File: src/rtl/johnson_pkg.sv
// Shared types and the Johnson code legality / phase decode helper.
package johnson_pkg;

   typedef enum logic [1:0] {
      IDLE  = 2'd0,
      LOCK  = 2'd1,
      FAULT = 2'd2
   } state_e;

   // Widest code the decode helper accepts, and the default code width.
   localparam int unsigned MAX_N       = 32;
   localparam int unsigned DEF_N       = 8;
   localparam int unsigned DEF_PHASE_W = $clog2(2 * DEF_N);
   localparam int unsigned DEC_PHASE_W = 8;

   typedef struct packed {
      logic                   legal;
      logic [DEC_PHASE_W-1:0] phase;
   } jdec_t;

   // Decode an n-bit Johnson code (zero-extended into MAX_N bits).
   // Lower half of the ring is a run of ones from bit 0; upper half is the
   // complement, so both halves reduce to the same "low run of ones" test.
   function automatic jdec_t johnson_decode(input logic [MAX_N-1:0] code,
                                            input int unsigned       n);
      logic [MAX_N-1:0] mask;
      logic [MAX_N-1:0] v;
      logic             msb;
      jdec_t            d;
      mask    = (n >= MAX_N) ? '1 : ((MAX_N'(1) << n) - MAX_N'(1));
      msb     = |(code & (MAX_N'(1) << (n - 1)));
      v       = msb ? (~code & mask) : (code & mask);
      d.legal = ((v & (v + MAX_N'(1))) == '0);
      d.phase = msb ? (DEC_PHASE_W'(n) + DEC_PHASE_W'($countones(v)))
                    : DEC_PHASE_W'($countones(v));
      return d;
   endfunction

endpackage

File: src/rtl/johnson_code_check.sv
// Combinational Johnson code checker: code -> {legal, phase}.
module johnson_code_check
   import johnson_pkg::*;
#(
   parameter int unsigned N = 8
) (
   input  logic [N-1:0]             code,
   output logic                     legal_c,
   output logic [$clog2(2*N)-1:0]   phase_c
);

   localparam int unsigned PHASE_W = $clog2(2 * N);

   jdec_t dec_c;

   // Reuse the package decoder at this instance's width.
   always_comb begin
      dec_c   = johnson_decode(MAX_N'(code), N);
      legal_c = dec_c.legal;
      phase_c = PHASE_W'(dec_c.phase);
   end

endmodule

File: src/rtl/johnson_phase_decoder.sv
// Johnson ring consumer: decodes phase, counts revolutions, tracks lock.
module johnson_phase_decoder
   import johnson_pkg::*;
#(
   parameter int unsigned N      = 8,
   parameter int unsigned REV_W  = 8,
   parameter int unsigned RELOCK = 4
) (
   input  logic                    CLK,
   input  logic                    RESETN,
   input  logic [N-1:0]            I,
   input  logic                    CLR_ERR,
   output logic [$clog2(2*N)-1:0]  PHASE,
   output logic [2*N-1:0]          ONEHOT,
   output logic                    VALID,
   output logic                    WRAP,
   output logic [REV_W-1:0]        REVS,
   output logic                    ERR
);

   localparam int unsigned PHASE_W    = $clog2(2 * N);
   localparam int unsigned LAST_PHASE = 2 * N - 1;
   localparam int unsigned REL_W      = $clog2(RELOCK + 1);

   logic [N-1:0]       r_i;
   logic               legal_c;
   logic [PHASE_W-1:0] phase_c;

   state_e             state_q, state_n;
   logic [PHASE_W-1:0] prev_q, prev_n;
   logic [REL_W-1:0]   rel_q, rel_n;
   logic [PHASE_W-1:0] phase_n;
   logic [2*N-1:0]     onehot_n;
   logic               valid_n, wrap_n, err_n, err_set;
   logic [REV_W-1:0]   revs_n;
   logic [PHASE_W-1:0] next_prev_c;
   logic               step_c, hold_c;

   // Input capture stage.
   always_ff @(posedge CLK or negedge RESETN) begin
      if (!RESETN) r_i <= '0;
      else         r_i <= I;
   end

   johnson_code_check #(.N(N)) u_check (
      .code    (r_i),
      .legal_c (legal_c),
      .phase_c (phase_c)
   );

   // Step / hold classification relative to the last legal phase.
   always_comb begin
      next_prev_c = (prev_q == PHASE_W'(LAST_PHASE)) ? '0 : prev_q + PHASE_W'(1);
      step_c      = legal_c && (phase_c == next_prev_c);
      hold_c      = legal_c && (phase_c == prev_q);
   end

   // Next-state and next-output logic.
   always_comb begin
      state_n  = state_q;
      prev_n   = legal_c ? phase_c : prev_q;
      rel_n    = rel_q;
      phase_n  = legal_c ? phase_c : PHASE;
      valid_n  = VALID;
      wrap_n   = 1'b0;
      revs_n   = REVS;
      err_set  = 1'b0;
      onehot_n = '0;

      unique case (state_q)
         IDLE: begin
            if (legal_c) begin
               state_n = LOCK;
               valid_n = 1'b1;
            end else begin
               err_set = 1'b1;
            end
         end
         LOCK: begin
            if (step_c || hold_c) begin
               valid_n = 1'b1;
               if (step_c && (phase_c == '0)) begin
                  wrap_n = 1'b1;
                  revs_n = REVS + REV_W'(1);
               end
            end else begin
               state_n = FAULT;
               valid_n = 1'b0;
               err_set = 1'b1;
               rel_n   = '0;
            end
         end
         FAULT: begin
            if (step_c) begin
               if ((rel_q + REL_W'(1)) == REL_W'(RELOCK)) begin
                  state_n = LOCK;
                  valid_n = 1'b1;
                  rel_n   = '0;
               end else begin
                  rel_n = rel_q + REL_W'(1);
               end
            end else if (hold_c) begin
               rel_n = rel_q;
            end else if (legal_c) begin
               rel_n = '0;
            end else begin
               rel_n   = '0;
               err_set = 1'b1;
            end
         end
         default: begin
            state_n = IDLE;
            valid_n = 1'b0;
         end
      endcase

      if (valid_n) onehot_n[phase_n] = 1'b1;

      // Set wins over clear.
      if (err_set)      err_n = 1'b1;
      else if (CLR_ERR) err_n = 1'b0;
      else              err_n = ERR;
   end

   // State and output registers.
   always_ff @(posedge CLK or negedge RESETN) begin
      if (!RESETN) begin
         state_q <= IDLE;
         prev_q  <= '0;
         rel_q   <= '0;
         PHASE   <= '0;
         ONEHOT  <= '0;
         VALID   <= 1'b0;
         WRAP    <= 1'b0;
         REVS    <= '0;
         ERR     <= 1'b0;
      end else begin
         state_q <= state_n;
         prev_q  <= prev_n;
         rel_q   <= rel_n;
         PHASE   <= phase_n;
         ONEHOT  <= onehot_n;
         VALID   <= valid_n;
         WRAP    <= wrap_n;
         REVS    <= revs_n;
         ERR     <= err_n;
      end
   end

endmodule

File: config.mk
export PLATFORM = sky130hd
export DESIGN_NAME = johnson_phase_decoder
export DESIGN_NICKNAME = d
export VERILOG_FILES = /design/src/rtl/johnson_pkg.sv /design/src/rtl/johnson_code_check.sv /design/src/rtl/johnson_phase_decoder.sv
export SDC_FILE = /design/constraint.sdc
export NUM_CORES = 1
export LEC_CHECK = 0
export CAP_MARGIN = 15
export CORE_ASPECT_RATIO = 0.75
export CORE_UTILIZATION = 57
export DETAILED_ROUTE_END_ITERATION = 8
export GPL_ROUTABILITY_DRIVEN = 0
export PLACE_DENSITY_LB_ADDON = 0.25
export RECOVER_POWER = 25
export SLEW_MARGIN = 20
export SYNTH_ARGS = -nofsm -noshare
export SYNTH_HDL_FRONTEND = slang
export SYNTH_HIERARCHICAL = 1
export SYNTH_SLANG_ARGS = --single-unit
File: constraint.sdc
create_clock -name CLK -period 12.1 [get_ports CLK]
set_input_delay 1.21 -clock CLK [delete_from_list [all_inputs] [get_ports CLK]]
set_output_delay 1.21 -clock CLK [all_outputs]
set_load 0.02 [all_outputs]
* After elaboration in Yosys (flattened, before gate mapping)
Cells that the tools add are included.
** Storage, ports and cells
- Logic and storage cells :: 106
- Flip-flop bits (word level) :: 48
- Output and inout bits :: 31
- Bits of input ports :: 11
** Operators by class
- Mux-type cells :: 32
- Bitwise operators :: 2
- Reduce and logical (&&, ||, !) cells :: 13
- Magnitude comparators :: 2
- Add/sub/neg operators :: 36
- Eq/ne operators :: 11
** Operators with widths (count)
- $add A32 B1 Y32 const B :: 1
- $and A32 B32 Y32 :: 1
- $logic_not A32 Y1 :: 1
- $add A1 B1 Y2 const AB :: 12
- $add A2 B2 Y3 :: 8
- $add A3 B3 Y4 :: 4
- $mux W16 :: 1
- $mux W1 :: 14
- $add A4 B4 Y4 :: 3
- $mux W3 :: 4
- $mux W4 :: 3
- $add A1 B1 Y2 :: 4
- $add A8 B1 Y8 const B :: 1
- $eq A4 B4 Y1 :: 2
- $mux W2 :: 4
- $mux W8 :: 1
- $ne A2 B2 Y1 const B :: 4
- $not A8 Y8 :: 1
- $pmux W1 S3 :: 2
- $pmux W2 S3 :: 1
- $pmux W3 S2 :: 1
- $reduce_and A3 Y1 :: 2
- $lt A4 B5 Y1 const B :: 1
- $add A4 B1 Y4 const B :: 1
- 15 further kinds :: 19

* Logic depth before layout (Yosys ltp)
- Depth after elaboration :: 15
- Mapped depth :: 18
- Mapped depth without buffers :: 16

* By module
Netlist, hierarchy kept.
** By module, submodules not included
- johnson_phase_decoder :: sequential area each 1201.2 sq um, times used 1, area each 2285.9 sq um, cells each 220
- johnson_code_check :: sequential area each 0.0 sq um, times used 1, area each 315.3 sq um, cells each 42

* Least setup slack after synthesis
Ideal clock, no wire load.
- Kind :: register -> register
- Start point :: reg r_i[7]
- End point :: reg REVS[1]
- Arrival time :: 3.882 ns
- Path slack :: 8.093 ns
- Cell stages (with the launch flop) :: 18
- Period minus slack after synthesis :: 4.007 ns
- Required time :: 11.975 ns
- Path buffers :: 2
- Library setup time :: 0.125 ns
- Cell sequence :: dfrtp_1 -> buf_4 -> xor2_1 -> ha_1 -> inv_1 -> fa_1 -> inv_1 -> ha_1 -> ha_1 -> inv_1 -> fa_1 -> xnor2_1 -> xnor3_1 -> nand2_1 -> or3_1 -> buf_6 -> nor2_1 -> mux2_2
** Between the ends
- Word-level cells in the longest chain between the ends :: 13
- Elaborated cells between the ends (all ways) :: 24
- Those cells by class :: add/sub: 11; eq/ne: 2; mux: 2; bitwise: 2; reduce/logical: 7
** Ends and longest elaborated chain
- from (decl) :: line johnson_phase_decoder.sv:25 : logic [N-1:0] r_i;
- from (signal assigned) :: line johnson_phase_decoder.sv:41 : if (!RESETN) r_i <= '0;
- from (signal assigned) :: line johnson_phase_decoder.sv:42 : else r_i <= I;
- $not A8 Y8 :: line johnson_pkg.sv:32 : v = msb ? (~code & mask) : (code & mask);
- $mux W8 :: line johnson_pkg.sv:32
- $add A1 B1 Y2 (implied by the code) :: line johnson_pkg.sv:34, johnson_pkg.sv:35
- $add A2 B2 Y3 (implied by the code) :: line johnson_pkg.sv:34, johnson_pkg.sv:35
- $add A3 B3 Y4 (implied by the code) :: line johnson_pkg.sv:34, johnson_pkg.sv:35
- $add A4 B4 Y4 (implied by the code) (2 in a row) :: line johnson_pkg.sv:34, johnson_pkg.sv:35
- $add A4 B4 Y4 :: line johnson_pkg.sv:34 : d.phase = msb ? (DEC_PHASE_W'(n) + DEC_PHASE_W'($countones(v)))
- $mux W4 * :: line johnson_pkg.sv:34
- named net phase_c[2] :: line johnson_phase_decoder.sv:27 : logic [PHASE_W-1:0] phase_c;
- $eq A4 B4 Y1, on equally long branches :: line johnson_phase_decoder.sv:54, johnson_phase_decoder.sv:55
- $logic_and A1 B1 Y1, on equally long branches :: line johnson_phase_decoder.sv:54, johnson_phase_decoder.sv:55
- $logic_or A1 B1 Y1 or $logic_and A1 B1 Y1 (tied branches) :: line johnson_phase_decoder.sv:80, johnson_phase_decoder.sv:82
- $reduce_and A3 Y1 (no source line) *
- to (signal assigned) :: line johnson_phase_decoder.sv:145 : REVS <= revs_n;
- to (decl) :: line johnson_phase_decoder.sv:17 : output logic [REV_W-1:0] REVS,
Mark *: on every way through the listed nets, which the timed path passes. The rest lies on a longest branch.
A chain may end at the register's enable or synchronous reset.

* Worst setup path in the final report
- Start point :: reg r_i[7]
- End point :: reg ONEHOT[10]
** Between the ends
- Word-level cells in the longest chain between the ends :: 15
- Elaborated cells between the ends (all ways) :: 32
- Those cells by class :: add/sub: 11; order compare: 2; eq/ne: 2; mux: 10; bitwise: 2; reduce/logical: 5
** Ends and longest elaborated chain
- $not A8 Y8 :: line johnson_pkg.sv:32
- $mux W8 :: line johnson_pkg.sv:32
- $add A1 B1 Y2 (implied by the code) :: line johnson_pkg.sv:34, johnson_pkg.sv:35
- $add A2 B2 Y3 (implied by the code) :: line johnson_pkg.sv:34, johnson_pkg.sv:35
- $add A3 B3 Y4 (implied by the code) :: line johnson_pkg.sv:34, johnson_pkg.sv:35
- $add A4 B4 Y4 (implied by the code) (2 in a row) :: line johnson_pkg.sv:34, johnson_pkg.sv:35
- $add A4 B4 Y4 :: line johnson_pkg.sv:34
- $mux W4 * :: line johnson_pkg.sv:34
- named net phase_c[3] :: line johnson_phase_decoder.sv:27
- $mux W4 (tied with other cells) :: line johnson_phase_decoder.sv:63 : phase_n = legal_c ? phase_c : PHASE;
- $lt A4 B5 Y1 (implied by the code) (tied with other cells) :: line johnson_phase_decoder.sv:117 : if (valid_n) onehot_n[phase_n] = 1'b1;
- $logic_and A1 B1 Y1 (implied by the code) or $logic_or A1 B1 Y1 (tied branches) :: line johnson_phase_decoder.sv:117, johnson_phase_decoder.sv:80
- $mux W1, on equally long branches :: line johnson_phase_decoder.sv:117, johnson_phase_decoder.sv:80
- $demux W1 S4 or $pmux W1 S3 (tied branches) :: line johnson_phase_decoder.sv:117, johnson_phase_decoder.sv:70
- $mux W16 * :: line johnson_phase_decoder.sv:117
- named net onehot_n[10] :: line johnson_phase_decoder.sv:33 : logic [2*N-1:0] onehot_n;
- to (signal assigned) :: line johnson_phase_decoder.sv:142 : ONEHOT <= onehot_n;
- to (decl) :: line johnson_phase_decoder.sv:14 : output logic [2*N-1:0] ONEHOT,
Marked as above.

==> results_dict.tcl <==
set metrics [dict create \
    status "finished, violations left" \
    violations "max-capacitance violations, max-slew violations" \
    die_w_um 80.01 \
    vias 2028 \
    start_util 0.6188 \
    seq_area_frac_synth 0.4618 \
    cts_root_buf "clkbuf_8" \
    fin_skew_ns 0.004010 \
    nFillCells 292 \
    ir_worst_vdd_mv 0.1379 \
    grt_pass1_vias 1879 \
    grt_pass1_wl_um 8832 \
    htreeDepth 2 \
    placedCellCount 348 \
    fin_crit_ns 4.541 \
    max_stage_delay_ns 0.75 \
    async_reset_ff_frac 1.000 \
    drt-total-wl_um 5325 \
    crit_required_ns 12.26 \
    fin_cells 356 \
    final_antenna_net_count 0 \
    crit_path_max_fanout 13 \
    firstDrtPassIters 4 \
    final_cell_area_um2 3127 \
    path_cells "xor2_1 > ha_1 > inv_1 > fa_1 > inv_1 > ha_1 > ha_1 > a21o_1 > nand2_1 > xnor2_1 > xnor2_1 > nand4_1 > a21oi_1 > a311oi_4 > nor2_1" \
    slew-limit-headroom -0.6319 \
    setup_viol 0 \
    min_path_type "flop to flop" \
    port-buffer-count 41 \
    clock_path_buffers 2 \
    ys_top_cells_by_area "dfrtp_1, nor2_1, xor2_1" \
    ys_seq_elements 48 \
    drc 0 \
    grt_usage 0.2469 \
    timing.final.crit_share 0.3752 \
    dpl_cell_area_um2 3017 \
    vias_per_cell 5.697 \
    path_clk_slew_ns 0.09 \
    area_growth_syn_to_layout_pct 20.20 \
    cp.arrival_ns 4.70 \
    synthSimpleGateAreaFrac 0.1967 \
    p_leak_uw 0.001440 \
    fmax_mhz 220.2 \
    rsz0062_at_grt "false" \
    cp-start-kind "flop" \
    avgSynthCellArea_um2 9.928 \
    antenna_found_initial 0 \
    worstMarginPinSlew_ns 2.448 \
    end_kind "flop" \
    synth_mux_area_frac 0.004329 \
    synth_edf_count 0 \
    regArea_um2 1201 \
    grt_max_degree 49 \
    crit_buf_inv 2 \
    synth_ff_type "dfrtp_1" \
    routedWlPerCell_um 14.96 \
    maxCapViolCount 1 \
    synth_top_family_by_area "simple AND/OR/NAND/NOR gates" \
    nNetsFinal 322 \
    fin_hold_ws_ns 0.4996 \
    final_layout_size_suffix_gt1_frac 0.06645 \
    synth_top_area_frac 0.4618 \
    finalMaxSlewViolations 49 \
    worstSkewPairLatency_ns 0.30 \
    synth.distinct_cells 47 \
    syn_inst 262 \
    yosysMostFrequentCell "dfrtp_1" \
    hold_buffers 0 \
    crit_slowest_cell "xnor2_1" \
    ios 42 \
    cts_tree "built" \
    diodes 0 \
    synth_largest_area_cell "dfrtp_1" \
    coreArea_um2 4204 \
    multi_input_comb_area_um2 1251 \
    yosys_warnings 6 \
    synthAdderAreaFrac 0.05868 \
    synth_area_um2 2601 \
    finalPower_uw 627.0 \
    hold_viol 0 \
    crit_top_cell "ha_1" \
    initialDrtViolationCount 107 \
    synthTopCellsByCount "dfrtp_1, nor2_1, nand2_1" \
    ctsResizeCount 0 \
    synth_xor_area_frac 0.09957 \
    die_h_um 60.51 \
    die_area_um2 4841 \
    dp_hpwl_um 3769 \
    grt_remaining_overflow 0 \
    syn_nets 284 \
    cts.sinks 48 \
    cp_top_family "adder cells" \
    regToRegSetupSlack_ns 7.56 \
    tns_ns 0 \
    std_cell_rows 20 \
    power.density_nw_per_um2 200.5 \
    cts_buffers 5 \
    post-cts-setup-buffers 0 \
    synth_compound_gate_area_share 0.1198 \
    path_class "flop to flop" \
]
==> final cells by class <==
class	instances	share of cell area
inverter	22	0.02641
tap	55	0.02201
clock buffer	5	0.02201
multi-input combinational	181	0.4002
sequential	48	0.3842
timing repair buffer	42	0.1317
clock inverter	3	0.01361
==> placed cells by master, fill, tap and decap left out, drive strengths merged, types with 4 or more instances in the layout <==
| master | instances |
|---|---|
| nor2 | 35 |
| dfrtp | 48 |
| o21ai | 10 |
| clkdlybuf4s50 | 40 |
| xor2 | 14 |
| a31oi | 4 |
| a21oi | 11 |
| clkbuf | 6 |
| inv | 22 |
| nand3 | 6 |
| nand4 | 5 |
| ha | 9 |
| nand2 | 30 |
| xnor2 | 10 |
==> through the flow <==
| stage | util | setup slack (ns) |
|---|---|---|
| 4_1_cts | 0.7440 | 7.556 |
| 6_report | 0.7438 | 7.560 |
| 3_3_place_gp | 0.7176 | 7.752 |
| 3_5_place_dp | 0.7176 | 7.586 |
| 5_1_grt | 0.7438 | 7.244 |
| 2_1_floorplan | - | 8.093 |
==> worst paths after layout <==
kind	from	to	depth (start not counted)
max in group asynchronous	RESETN	ONEHOT[15]$_DFF_PN0_	1
max reg2reg	r_i[7]$_DFF_PN0_	ONEHOT[10]$_DFF_PN0_	15
max	r_i[7]$_DFF_PN0_	ONEHOT[10]$_DFF_PN0_	15
min reg2reg	REVS[7]$_DFFE_PN0P_	REVS[7]$_DFFE_PN0P_	1
min	REVS[7]$_DFFE_PN0P_	REVS[7]$_DFFE_PN0P_	1
min in group asynchronous	RESETN	r_i[0]$_DFF_PN0_	1
==> kinds of logic after synthesis <==
family	after synthesis
AOI/OAI and AO/OA	45
xor gates and xnor gates	25
adders and majority gates	11
buffers and inverters	33
DFF	48
muxes	1
and+or+nand+nor	99
==> power by group <==
group	switching (µW)	total (µW)	internal, µW	leakage [µW]
Clock	54.3	115	61.2	0.0000541
Combinational	182	298	116	0.000756
Sequential	28.9	214	185	0.000630
==> worst reg2reg max path: cells and delay by family, from the launching register on <==
| kind | cells | cell delay [ns] |
|---|---|---|
| AO/OA/AOI/OAI | 3 | 0.85 |
| XOR/XNOR | 3 | 1.14 |
| adder cells (fa/ha/maj) | 4 | 1.31 |
| buffers and inverters | 2 | 0.09 |
| flip-flops | 1 | 0.54 |
| AND/OR/NAND/NOR | 3 | 0.46 |
==> sequential cells by signal (all words and copies together), names as in the netlist <==
register	flops
ERR	1
rel_q	3
prev_q	4
state_q	2
WRAP	1
REVS	8
VALID	1
PHASE	4
ONEHOT	16
r_i	8
==> metal layers <==
layer,global-route usage,routed length [µm]
met5,0,0
met4,0.08163,70
met1,0.3271,2384
met2,0.4078,2605
met3,0.06015,265
No activity file was read; power rests on OpenSTA's default activity.
